## src/rtl/pipe_pkg.sv

```systemverilog
// Shared pipeline definitions: register-file geometry defaults and read-port address extraction.
package pipe_pkg;

  localparam int unsigned DATA_W_DEF = 32;
  localparam int unsigned ADDR_W_DEF = 5;
  localparam int unsigned NREG       = 2 ** ADDR_W_DEF;

  // Upper bounds for the generic slice helper; instantiations must stay within them.
  localparam int unsigned ADDR_W_MAX = 16;
  localparam int unsigned RD_VEC_MAX = 128;

  // Returns port k's index from a packed vector of aw-bit fields, zero-extended to ADDR_W_MAX.
  function automatic logic [ADDR_W_MAX-1:0] port_addr(
    input logic [RD_VEC_MAX-1:0] vec,
    input int unsigned           k,
    input int unsigned           aw
  );
    logic [RD_VEC_MAX-1:0] shifted;
    logic [ADDR_W_MAX:0]   mask;
    shifted = vec >> (k * aw);
    mask    = ((ADDR_W_MAX+1)'(1) << aw) - (ADDR_W_MAX+1)'(1);
    return shifted[ADDR_W_MAX-1:0] & mask[ADDR_W_MAX-1:0];
  endfunction

endpackage

```

## src/rtl/regfile_sb_bits.sv

```systemverilog
// Pending-load scoreboard: one busy bit per register plus an incrementally kept popcount.
module regfile_sb_bits
  import pipe_pkg::*;
#(
  parameter int unsigned ADDR_W   = ADDR_W_DEF,
  parameter int unsigned ZERO_REG = 1
) (
  input  logic                    clk,
  input  logic                    rst,
  input  logic                    clr_en,
  input  logic [ADDR_W-1:0]       clr_addr,
  input  logic                    set_en,
  input  logic [ADDR_W-1:0]       set_addr,
  output logic [(2**ADDR_W)-1:0]  busy,
  output logic [ADDR_W:0]         pending_cnt
);

  localparam int unsigned NENT = 2 ** ADDR_W;
  localparam bit          ZR   = (ZERO_REG != 0);

  logic [NENT-1:0] busy_nxt;
  logic [ADDR_W:0] cnt_nxt;
  logic            set_eff;
  logic            inc;
  logic            dec;

  always_comb begin
    set_eff  = set_en && !(ZR && (set_addr == '0));
    busy_nxt = busy;
    if (clr_en)
      busy_nxt[clr_addr] = 1'b0;
    if (set_eff)
      busy_nxt[set_addr] = 1'b1;
    if (ZR)
      busy_nxt[0] = 1'b0;

    // A set landing on the index being cleared wins, so that clear never removes a bit.
    inc = set_eff && !busy[set_addr];
    dec = clr_en && busy[clr_addr] && !(set_eff && (set_addr == clr_addr));
    cnt_nxt = pending_cnt + (ADDR_W+1)'(inc) - (ADDR_W+1)'(dec);
  end

  always_ff @(posedge clk) begin
    if (!rst) begin
      busy        <= '0;
      pending_cnt <= '0;
    end else begin
      busy        <= busy_nxt;
      pending_cnt <= cnt_nxt;
    end
  end

endmodule

```

## src/rtl/regfile_scoreboard.sv

```systemverilog
// Decode-stage register file: posedge write, write-to-read bypass, optional zero register, load-use scoreboard.
module regfile_scoreboard
  import pipe_pkg::*;
#(
  parameter int unsigned DATA_W   = DATA_W_DEF,
  parameter int unsigned ADDR_W   = ADDR_W_DEF,
  parameter int unsigned NRD      = 2,
  parameter int unsigned ZERO_REG = 1
) (
  input  logic                    clk,
  input  logic                    rst,
  input  logic [NRD*ADDR_W-1:0]   rd_addr,
  input  logic [NRD-1:0]          rd_en,
  output logic [NRD*DATA_W-1:0]   rd_data,
  output logic [NRD-1:0]          rd_busy,
  output logic                    stall,
  input  logic                    we,
  input  logic [ADDR_W-1:0]       wa,
  input  logic [DATA_W-1:0]       wd,
  input  logic                    sb_set,
  input  logic [ADDR_W-1:0]       sb_addr,
  output logic [ADDR_W:0]         pending_cnt
);

  localparam int unsigned NENT = 2 ** ADDR_W;
  localparam bit          ZR   = (ZERO_REG != 0);

  logic [DATA_W-1:0]     mem [NENT];
  logic [NENT-1:0]       busy;
  logic [RD_VEC_MAX-1:0] rd_vec;
  logic [ADDR_W-1:0]     ra [NRD];

  always_ff @(posedge clk) begin
    if (!rst) begin
      for (int unsigned i = 0; i < NENT; i++)
        mem[i] <= '0;
    end else if (we && !(ZR && (wa == '0))) begin
      mem[wa] <= wd;
    end
  end

  regfile_sb_bits #(
    .ADDR_W   (ADDR_W),
    .ZERO_REG (ZERO_REG)
  ) u_sb_bits (
    .clk         (clk),
    .rst         (rst),
    .clr_en      (we),
    .clr_addr    (wa),
    .set_en      (sb_set),
    .set_addr    (sb_addr),
    .busy        (busy),
    .pending_cnt (pending_cnt)
  );

  assign rd_vec = RD_VEC_MAX'(rd_addr);

  always_comb begin
    rd_data = '0;
    rd_busy = '0;
    for (int unsigned k = 0; k < NRD; k++) begin
      ra[k] = ADDR_W'(port_addr(rd_vec, k, ADDR_W));
      if (ZR && (ra[k] == '0))
        rd_data[k*DATA_W +: DATA_W] = '0;
      else if (we && (wa == ra[k]))
        rd_data[k*DATA_W +: DATA_W] = wd;
      else
        rd_data[k*DATA_W +: DATA_W] = mem[ra[k]];
      // A writeback landing this cycle is forwarded, so it resolves the hazard immediately.
      rd_busy[k] = busy[ra[k]] && !(we && (wa == ra[k]));
    end
  end

  assign stall = |(rd_en & rd_busy);

endmodule

```

## config.mk

```make
export PLATFORM = sky130hd
export DESIGN_NAME = regfile_scoreboard
export DESIGN_NICKNAME = d
export VERILOG_FILES = /design/src/rtl/pipe_pkg.sv /design/src/rtl/regfile_sb_bits.sv /design/src/rtl/regfile_scoreboard.sv
export SDC_FILE = /design/constraint.sdc
export NUM_CORES = 2
export LEC_CHECK = 0
export CAP_MARGIN = 20
export CORE_ASPECT_RATIO = 1.2
export CORE_UTILIZATION = 40
export DETAILED_ROUTE_END_ITERATION = 7
export GPL_ROUTABILITY_DRIVEN = 0
export SYNTH_ARGS = -nofsm -noshare
export SYNTH_HDL_FRONTEND = slang
export SYNTH_SLANG_ARGS = --single-unit
export TNS_END_PERCENT = 5
```

## constraint.sdc

```tcl
create_clock -name clk -period 6.13 [get_ports clk]
set_input_delay 0.9195 -clock clk [delete_from_list [all_inputs] [get_ports clk]]
set_output_delay 0.9195 -clock clk [all_outputs]
set_load 0.05 [all_outputs]
```

==> metrics.yaml <==
status: "finished, final reports clean"
clk_root_buffer_cell: "clkbuf_16"
rows: 153
clockBufferDepth: 3
drv_slew: 0
setup_viol: 0
drt_iter0_drc: 5974
gr-total-overflow: 0
powerDensity_nw_per_um2: 274
whs_ps: 526
clk_latency_ps: 730
crit_family: "buffers and inverters"
viasPerCell: 6.49
cp.required_ps: 5210
avgSynthCellArea_um2: 13.9
io_pins: 131
ctsResizeCount: 0
grt_usage: 0.311
p_clk_frac: 0.376
yosysWarnings: 0
fillCellCount: 12800
htree_levels: 3
drive_gt1_frac: 0.237
period_minus_slack_ps: 5490
seqPwrFrac: 0.467
path_common_cell: "buf_4"
ctsHoldBuffers: 0
synth-main-ff-cell: "edfxtp_1"
max_stage_delay_ps: 810
cp-end-kind: "primary output"
slew-limit-headroom: 0.207
wl_per_cell_um: 36.6
crit_path_max_fanout: 15
cts_tree: "done"
cts_buffers: 110
combPwrFrac: 0.157
syn2layout_area_growth_pct: 14.1
core_um2: 145000
leakage_uw: 0.0231
tns_ps: 0
vias: 41000
post-route-period-util: 0.896
skew_ps: 11.5
drc_errors: 0
dieArea_um2: 148000
setup_slack_ps: 638
synth-seq-cells: 1061
rsz0062_at_grt: "no"
grt_pass1_vias: 40700
antenna_found_initial: 24
clk_transition_reported_paths_ps: 60
cap_violations: 0
firstDrtPassIters: 8
synth_seq_area_share: 0.538
post_cts_buffers: 0
min_path_type: "flip-flop to flip-flop"
wl_um: 232000
critPathBufInv: 5
ir_drop_mv: 0.227
netSwitchingFraction: 0.273
pre_cts_ws_ps: 705
grt_pass1_wl_um: 318000
power_switching_uw: 5000
slowest_stage: "clkdlybuf4s50_1"
critical_path_class: "primary input to primary output"
path_cells: "buf_2, buf_4, or2_0, or4_2, buf_4, buf_4, o211a_1, clkdlybuf4s50_1"
ant_nets: 0
critPathLaunchType: "primary input"
grt_max_degree: 76
max_freq_mhz: 182
hpwl_um: 141000
port_buffers: 130
dieWidth_um: 351
synth_edf_count: 1024
internal_power_uw: 13300
synth_cell_types: 76
syn-instance-count: 4201
final-hold-violation-count: 0
dieHeight_um: 421
arrival_ps: 4570
async_reset_ff_frac: 0
fin_nets: 4349
worst_pin_slew_ps: 1180
cts_sinks: 1061
synth_area_um2: 58500
initial_core_util: 0.403
[logic make-up after synthesis]
| kind of cell | share of synthesized area |
|---|---|
| compound gates | 0.0677 |
| xor+xnor | 0.00284 |
| fa+ha+maj | 0.00163 |
| buf+inv | 0.0411 |
| flops | 0.538 |
| mux | 0.213 |
| other cells | 0.0000641 |
| simple gates | 0.135 |
[metal layers]
metal	global-route usage	routed length, um	share of wire	vias to the layer above
met5	0.000987	38	0.00016	-
met4	0.196	16700	0.072	6
met3	0.0688	26100	0.11	774
met2	0.494	108000	0.47	3003
met1	0.384	80700	0.35	21000
li1	-	-	-	16300
[power by group through the flow]
stage	combinational, uW	clock, uW	sequential (uW)
after global placement	2800	0	8670
final	2880	6870	8550
after floorplan	1680	0	8680
after detailed placement	2810	0	8700
after global routing	2950	7140	8590
after CTS	2820	6890	8540
[synth_stat cells (all sizes together), types with 89 or more instances]
cell type / number / share of area
mux2i: 219 / 0.037
a21oi: 89 / 0.0076
mux4: 407 / 0.16
nor2: 105 / 0.0068
edfxtp: 1024 / 0.53
nand2: 97 / 0.0062
a22oi: 90 / 0.012
clkbuf: 295 / 0.019
buf: 148 / 0.021
and2: 999 / 0.11
o21ai: 139 / 0.012
mux2: 91 / 0.018
[registers in the layout, indices dropped and copies added, names as in the netlist]
register               count
mem                     1024
u_sb_bits.pending_cnt      6
u_sb_bits.busy            31
[path summary, 6_finish.rpt]
path | startpoint | endpoint | slack [ps] | cells past startpoint
hold reg to reg | u_sb_bits.busy[26] | u_sb_bits.busy[26] | 530 | 2
hold / removal | u_sb_bits.busy[26] | u_sb_bits.busy[26] | 530 | 2
setup / recovery | rd_addr[4] | rd_data[10] | 640 | 8
setup reg to reg | u_sb_bits.busy[31] | u_sb_bits.pending_cnt[4] | 3040 | 15
[area by class of cell]
cell class	count	area (um^2)	share of cell area
sequential	1061	31500	0.472
multi-input combinational	2709	25400	0.380
timing repair buffer	383	3810	0.0570
clock buffer	146	2980	0.0446
tap	1937	2420	0.0363
clock inverter	54	574	0.00860
inverter	19	73.8	0.00111
antenna	14	35.0	0.000525
[tightest hold or removal path, cell delays in order (launching register included)]
cell and delay, ps:
dfxtp_1 330, o21ai_0 80, a21oi_1 70
[cells in the final DEF (no fill, tap or decap), types with 18 or more instances in the layout]
cell type,netlist,layout
o21ai_0,131,98
clkbuf_1,295,30
nand3_1,32,30
nor4_1,22,22
dfxtp_1,37,37
a21oi_1,89,89
edfxtp_1,1024,1024
nor2_4,0,32
a22oi_1,90,90
and2_1,998,999
mux4_1,18,18
buf_4,36,249
a211oi_1,19,19
nor2_1,104,71
conb_1,1,32
buf_12,10,44
nand2_1,97,96
mux2i_1,219,219
clkbuf_16,0,115
mux4_2,389,389
clkdlybuf4s50_1,0,72
a221oi_1,53,53
o22ai_1,86,86
mux2_2,91,91
o21ai_4,0,31
[metrics by stage]
step	util	area, um^2	cells	power [uW]
2_1_floorplan	-	58600	4232	10400
3_3_place_gp	0.434	62900	6100	11500
3_5_place_dp	0.434	63000	6103	11500
4_1_cts	0.459	66600	6303	18300
5_1_grt	0.460	66700	6310	18700
6_report	0.460	66800	6323	18300
Power figures use the tool's default switching activity.
